[config.mk]
export PLATFORM = sky130hd
export DESIGN_NAME = snoop_bus_controller
export DESIGN_NICKNAME = d
export VERILOG_FILES = /design/src/rtl/snoop_bus_controller.sv
export SDC_FILE = /design/constraint.sdc
export NUM_CORES = 1
export LEC_CHECK = 0
export CAP_MARGIN = 20
export CORE_MARGIN = 2
export CORE_UTILIZATION = 42
export CTS_BUF_LIST = sky130_fd_sc_hd__clkbuf_8
export CTS_CLUSTER_SIZE = 10
export DETAILED_ROUTE_END_ITERATION = 6
export GPL_TIMING_DRIVEN = 1
export PLACE_DENSITY = 0.61
export RECOVER_POWER = 100
export SLEW_MARGIN = 20
export SYNTH_ARGS = -nofsm -noshare
export SYNTH_HDL_FRONTEND = slang
export SYNTH_SLANG_ARGS = --single-unit
[constraint.sdc]
create_clock -name clock -period 8.1 [get_ports clock]
set_input_delay 2.025 -clock clock [delete_from_list [all_inputs] [get_ports clock]]
set_output_delay 2.025 -clock clock [all_outputs]
set_load 0.01 [all_outputs]
[src/rtl/snoop_bus_controller.sv]
// snoop_bus_controller: bus-side MSI snooping controller for an N-line,
// fully associative private cache. Owns the per-line state/tag arrays,
// takes one snooped transaction at a time, and requests write-backs.
//
// Handshakes:
//   bus:  a transaction transfers on a rising edge where bus_valid && bus_ready;
//         bus_ready is high only while the FSM is IDLE.
//   wb:   write_back/abort_mem/wb_index are held until wb_ack is sampled high
//         in WRITEBACK; wb_ack at any other time is ignored.
//
// Optional build macro: SNOOP_STATS_EN adds stat_hits / stat_wbacks counters.
module snoop_bus_controller #(
  parameter int NUM_LINES = 4,
  parameter int TAG_W     = 8,
  localparam int IW       = $clog2(NUM_LINES)
) (
  input  logic             clock,
  input  logic             reset,
  input  logic             bus_valid,
  output logic             bus_ready,
  input  logic [1:0]       bus_op,
  input  logic [TAG_W-1:0] bus_tag,
  input  logic             cpu_wr_en,
  input  logic [IW-1:0]    cpu_wr_index,
  input  logic [1:0]       cpu_wr_state,
  input  logic [TAG_W-1:0] cpu_wr_tag,
  output logic             write_back,
  output logic             abort_mem,
  output logic [IW-1:0]    wb_index,
  input  logic             wb_ack,
  output logic             snoop_done,
  output logic             snoop_hit,
  input  logic [IW-1:0]    dbg_index,
  output logic [1:0]       dbg_state,
`ifdef SNOOP_STATS_EN
  output logic [15:0]      stat_hits,
  output logic [15:0]      stat_wbacks,
`endif
  output logic [1:0]       dbg_fsm
);

  localparam logic [1:0] OP_RM  = 2'b00;
  localparam logic [1:0] OP_WM  = 2'b01;
  localparam logic [1:0] OP_INV = 2'b10;
  localparam logic [1:0] OP_RSV = 2'b11;

  localparam logic [1:0] ST_I = 2'b00;
  localparam logic [1:0] ST_E = 2'b01;
  localparam logic [1:0] ST_S = 2'b10;

  typedef enum logic [1:0] {S_IDLE, S_LOOKUP, S_WB, S_DONE} fsm_t;

  fsm_t             fsm_q, fsm_d;
  logic [1:0]       op_q;
  logic [TAG_W-1:0] tag_q;
  logic             hit_q;
  logic [IW-1:0]    idx_q;

  logic [1:0]       line_state [NUM_LINES];
  logic [TAG_W-1:0] line_tag   [NUM_LINES];

  logic             lk_hit;
  logic [IW-1:0]    lk_idx;
  logic             lk_wb;

  // MSI transition of a hit line for a given snooped op
  function automatic logic [1:0] next_line(input logic [1:0] op, input logic [1:0] cur);
    next_line = cur;
    case (cur)
      ST_E: begin
        if (op == OP_RM)      next_line = ST_S;
        else if (op == OP_WM) next_line = ST_I;
      end
      ST_S: begin
        if (op == OP_WM || op == OP_INV) next_line = ST_I;
      end
      default: next_line = cur;
    endcase
  endfunction

  // Associative match of the latched tag; descending scan so the lowest index wins
  always_comb begin
    lk_hit = 1'b0;
    lk_idx = '0;
    for (int i = NUM_LINES - 1; i >= 0; i--) begin
      if (line_state[i] != ST_I && line_tag[i] == tag_q) begin
        lk_hit = 1'b1;
        lk_idx = IW'(i);
      end
    end
    // Reserved op behaves as a miss
    if (op_q == OP_RSV) lk_hit = 1'b0;
    lk_wb = lk_hit && (line_state[lk_idx] == ST_E) && (op_q == OP_RM || op_q == OP_WM);
  end

  // Next-state logic
  always_comb begin
    fsm_d = fsm_q;
    case (fsm_q)
      S_IDLE:   if (bus_valid) fsm_d = S_LOOKUP;
      S_LOOKUP: fsm_d = lk_wb ? S_WB : S_DONE;
      S_WB:     if (wb_ack) fsm_d = S_DONE;
      S_DONE:   fsm_d = S_IDLE;
      default:  fsm_d = S_IDLE;
    endcase
  end

  // FSM register and per-transaction latches
  always_ff @(posedge clock or posedge reset) begin
    if (reset) begin
      fsm_q <= S_IDLE;
      op_q  <= 2'b00;
      tag_q <= '0;
      hit_q <= 1'b0;
      idx_q <= '0;
    end else begin
      fsm_q <= fsm_d;
      if (fsm_q == S_IDLE && bus_valid) begin
        op_q  <= bus_op;
        tag_q <= bus_tag;
      end
      if (fsm_q == S_LOOKUP) begin
        hit_q <= lk_hit;
        idx_q <= lk_idx;
      end
    end
  end

  // Line arrays: CPU installs only in IDLE; snoop updates at LOOKUP or at the wb_ack edge
  always_ff @(posedge clock or posedge reset) begin
    if (reset) begin
      for (int i = 0; i < NUM_LINES; i++) begin
        line_state[i] <= ST_I;
        line_tag[i]   <= '0;
      end
    end else begin
      if (fsm_q == S_IDLE && cpu_wr_en) begin
        line_state[cpu_wr_index] <= (cpu_wr_state == 2'b11) ? ST_I : cpu_wr_state;
        line_tag[cpu_wr_index]   <= cpu_wr_tag;
      end
      if (fsm_q == S_LOOKUP && lk_hit && !lk_wb)
        line_state[lk_idx] <= next_line(op_q, line_state[lk_idx]);
      if (fsm_q == S_WB && wb_ack)
        line_state[idx_q] <= next_line(op_q, line_state[idx_q]);
    end
  end

`ifdef SNOOP_STATS_EN
  // Saturating hit and write-back counters
  always_ff @(posedge clock or posedge reset) begin
    if (reset) begin
      stat_hits   <= 16'h0000;
      stat_wbacks <= 16'h0000;
    end else begin
      if (fsm_q == S_DONE && hit_q && stat_hits != 16'hFFFF)
        stat_hits <= stat_hits + 16'h0001;
      if (fsm_q == S_WB && wb_ack && stat_wbacks != 16'hFFFF)
        stat_wbacks <= stat_wbacks + 16'h0001;
    end
  end
`endif

  assign bus_ready  = (fsm_q == S_IDLE);
  assign write_back = (fsm_q == S_WB);
  assign abort_mem  = (fsm_q == S_WB);
  assign wb_index   = (fsm_q == S_WB) ? idx_q : '0;
  assign snoop_done = (fsm_q == S_DONE);
  assign snoop_hit  = (fsm_q == S_DONE) && hit_q;
  assign dbg_state  = line_state[dbg_index];
  assign dbg_fsm    = fsm_q;

endmodule

==> impl_metrics.tcl <==
set metrics [dict create \
    async_flop_share_pct 100.0 \
    setup_violations 0 \
    core_um2 7727 \
    p_per_area_nw_per_um2 354.8 \
    cpPeakStageDelay_ps 610 \
    synth_top_family_by_area "multiplexers" \
    max_freq_mhz 175.7 \
    timing.hold.ws_ps 505.3 \
    ys_ff_latch 55 \
    tightest_slew_ps 3014 \
    hold_path.class "reg2reg" \
    slew_headroom_pct -100.9 \
    die_area_um2 8718 \
    synth-main-ff-cell "dfrtp_1" \
    power_mw 1.372 \
    synth_fa_ha_area_share_pct 4.103 \
    fp.dieW_um 93.37 \
    crit_required_ps 6080 \
    grt_usage_pct 18.66 \
    num_io_pins 40 \
    die_y_um 93.37 \
    r2r_slack_ps 4220 \
    cts_root_buf "clkbuf_8" \
    holdCritStartpoint "line_tag[27]$_DFFE_PP0P_" \
    synth_area_um2 3354 \
    synthMuxAreaShare_pct 16.34 \
    yosysSeqAreaShare_pct 41.03 \
    gp_congestion 0.9124 \
    remaining_drc_errors 0 \
    rsz0062_at_grt "no" \
    r2r_cells 13 \
    synthToLayoutAreaGrowth_pct 15.33 \
    fin_crit_ps 5693 \
    crit_fanout 2 \
    cts-resized-gates 0 \
    seqCellArea_um2 1376 \
    syn_nets 368 \
    finalClockSkew_ps 6.190 \
    p_leak_nw 1.679 \
    diodes 0 \
    final_hold_viol_count 0 \
    postRouteAntennaNets 0 \
    start_util_pct 43.41 \
    period_share_pct 70.28 \
    firstDrtPassIters 6 \
    syn_area_per_cell_um2 10.23 \
    multi_input_area_um2 1815 \
    syn_inst 328 \
    violations "capacitance limit, slew limit" \
    ctsHoldBuffers 0 \
    tritoncts "done" \
    min_path_cells 2 \
    h-tree-depth 2 \
    first_iter_violations 164 \
    worstSetupPathType "in2out" \
    antenna_found_initial 0 \
    report.final.slew_viol_count 56 \
    cp_cell_sequence "clkdlybuf4s50_1, mux4_2, dlygate4sd3_1" \
    grt_pass1_vias 2438 \
    fillers 724 \
    routedWlPerCell_um 16.35 \
    ys_warn_count 0 \
    synth_edf_count 0 \
    viasPerCell 5.442 \
    slowest_stage "dlygate4sd3_1" \
    peakVddDrop_mv 0.1611 \
    maxCapViolations 1 \
    r2r_start "tag_q[4]$_DFFE_PP0P_" \
    drive_gt1_share_pct 15.75 \
    grt_pass1_wl_um 12610 \
    setup_tns_ps 0 \
    routed_wl_um 7586 \
    endpoint_kind "output pin" \
    post-cts-setup-buffers 0 \
    utilization_pct 50.06 \
    grt_max_degree 56 \
    start_kind "input pin" \
    overflow 0 \
    synth-simple-area-share_pct 15.22 \
    synth_xor_area_share_pct 8.579 \
    final_nets 401 \
    synth_cell_types 50 \
    outcome "finished, violations left" \
    insertion_delay_ps 310 \
    cts.path.max_buffers 2 \
    cts_buffers 5 \
    dpl.hpwl_um 5614 \
    io_buffers 39 \
    hold_path_end "line_tag[27]$_DFFE_PP0P_" \
    num_vias 2525 \
    synth_compound_area_share_pct 10.07 \
    path_clk_slew_ps 100 \
    cts_sinks 55 \
    cp.arrival_ps 3670 \
    r2r-end "line_state[0]$_DFF_PP0_" \
    rows 32 \
]
-- registers in the layout, summed over array words and instances (netlist names) --
register / count
dbg_fsm: 2
hit_q: 1
idx_q: 2
line_state: 8
line_tag: 32
op_q: 2
tag_q: 8
-- cells by family after synthesis --
group / count (synthesis)
and+or+nand+nor: 105
AOI/OAI and AO/OA: 49
muxes: 45
xor gates and xnor gates: 32
buffers and inverters: 31
adders and majority gates: 11
DFF: 55
-- report_power, final --
part           total, mW  switching, mW  internal [mW]
Sequential         0.547          0.145          0.401
Combinational      0.666          0.338          0.328
Clock              0.159         0.0965         0.0629
-- synth_stat cells (2+ instances only) --
library cell	instances	area, um2
or3_1	3	18.77
nor2b_1	3	18.77
o31ai_1	3	22.52
nor3_1	10	50.05
o2111ai_1	2	17.52
ha_1	11	137.6
xnor2_1	15	131.4
nand2b_1	2	12.51
mux2_2	38	427.9
o211ai_1	3	22.52
o21ai_0	12	60.06
nand2_1	45	168.9
nand3_1	8	40.04
or4_1	2	15.01
and2_1	3	18.77
o22ai_1	4	25.02
nor2_1	12	45.04
a31oi_1	4	25.02
buf_1	2	7.510
dfrtp_1	55	1376
buf_2	5	25.02
buf_6	4	45.04
a21oi_1	10	50.05
clkbuf_1	2	7.510
nand4_1	3	18.77
and3_1	2	12.51
mux4_2	4	90.09
inv_1	17	63.81
mux2i_1	3	30.03
xor2_1	16	140.1
nor4_1	5	31.28
or2_2	2	12.51
-- worst max-delay path, delay by kind of cell --
kind     cells  cell delay (ps)
mux          1              500
buf+inv      2             1140
-- worst max path at each step --
stage	startpoint	to	depth (start not counted)
finish	dbg_index[1]	dbg_state[0]	3
global route	dbg_index[1]	dbg_state[1]	3
CTS	dbg_index[1]	dbg_state[1]	3
detailed placement	dbg_index[1]	dbg_state[1]	3
global placement	dbg_index[1]	dbg_state[0]	3
floorplan	dbg_index[1]	dbg_state[0]	1
-- metal layers --
metal  track usage [%]  vias to the layer above  share of wire (%)
met2             30.34                       70                 49
met3             2.981                        2                4.3
met1             26.55                     1230                 47
li1                  -                     1223                  -
met5                 0                        -                  0
met4             3.676                        0               0.29
-- stage by stage --
stage               instance area, um2  worst slack (ps)  instances
floorplan                         3354              3544        328
global placement                  3787              2536        456
detailed placement                3787              2522        456
CTS                               3879              2517        464
global route                      3869              2370        464
finish                            3869              2407        464
-- placed cells by master (no fill, tap or decap), drive strengths merged, types with 2 or more instances in the layout --
cell / count
a31oi: 4
nor4: 6
clkbuf: 6
inv: 18
mux2: 38
a21oi: 10
o2111ai: 2
a211oi: 2
o31ai: 3
or3: 3
nor3: 10
ha: 11
nor2b: 3
or4: 2
mux2i: 3
mux4: 4
a311oi: 2
clkdlybuf4s50: 23
and3: 2
clkinv: 2
nand3: 8
o211ai: 3
dfrtp: 55
xnor2: 16
xor2: 16
o21ai: 13
or2: 2
nand4: 3
o22ai: 4
and2: 3
nand2: 45
nand2b: 2
nor2: 12
dlygate4sd3: 16
-- area by class of cell --
class | count | area share (%)
clock inverters | 3 | 0.5821
repair buffers | 40 | 10.19
multi-input cells | 242 | 46.93
flip-flops and latches | 55 | 35.58
well taps | 102 | 3.299
clock buffers | 5 | 1.779
inverters | 17 | 1.649
Power figures use the tool's default switching activity.
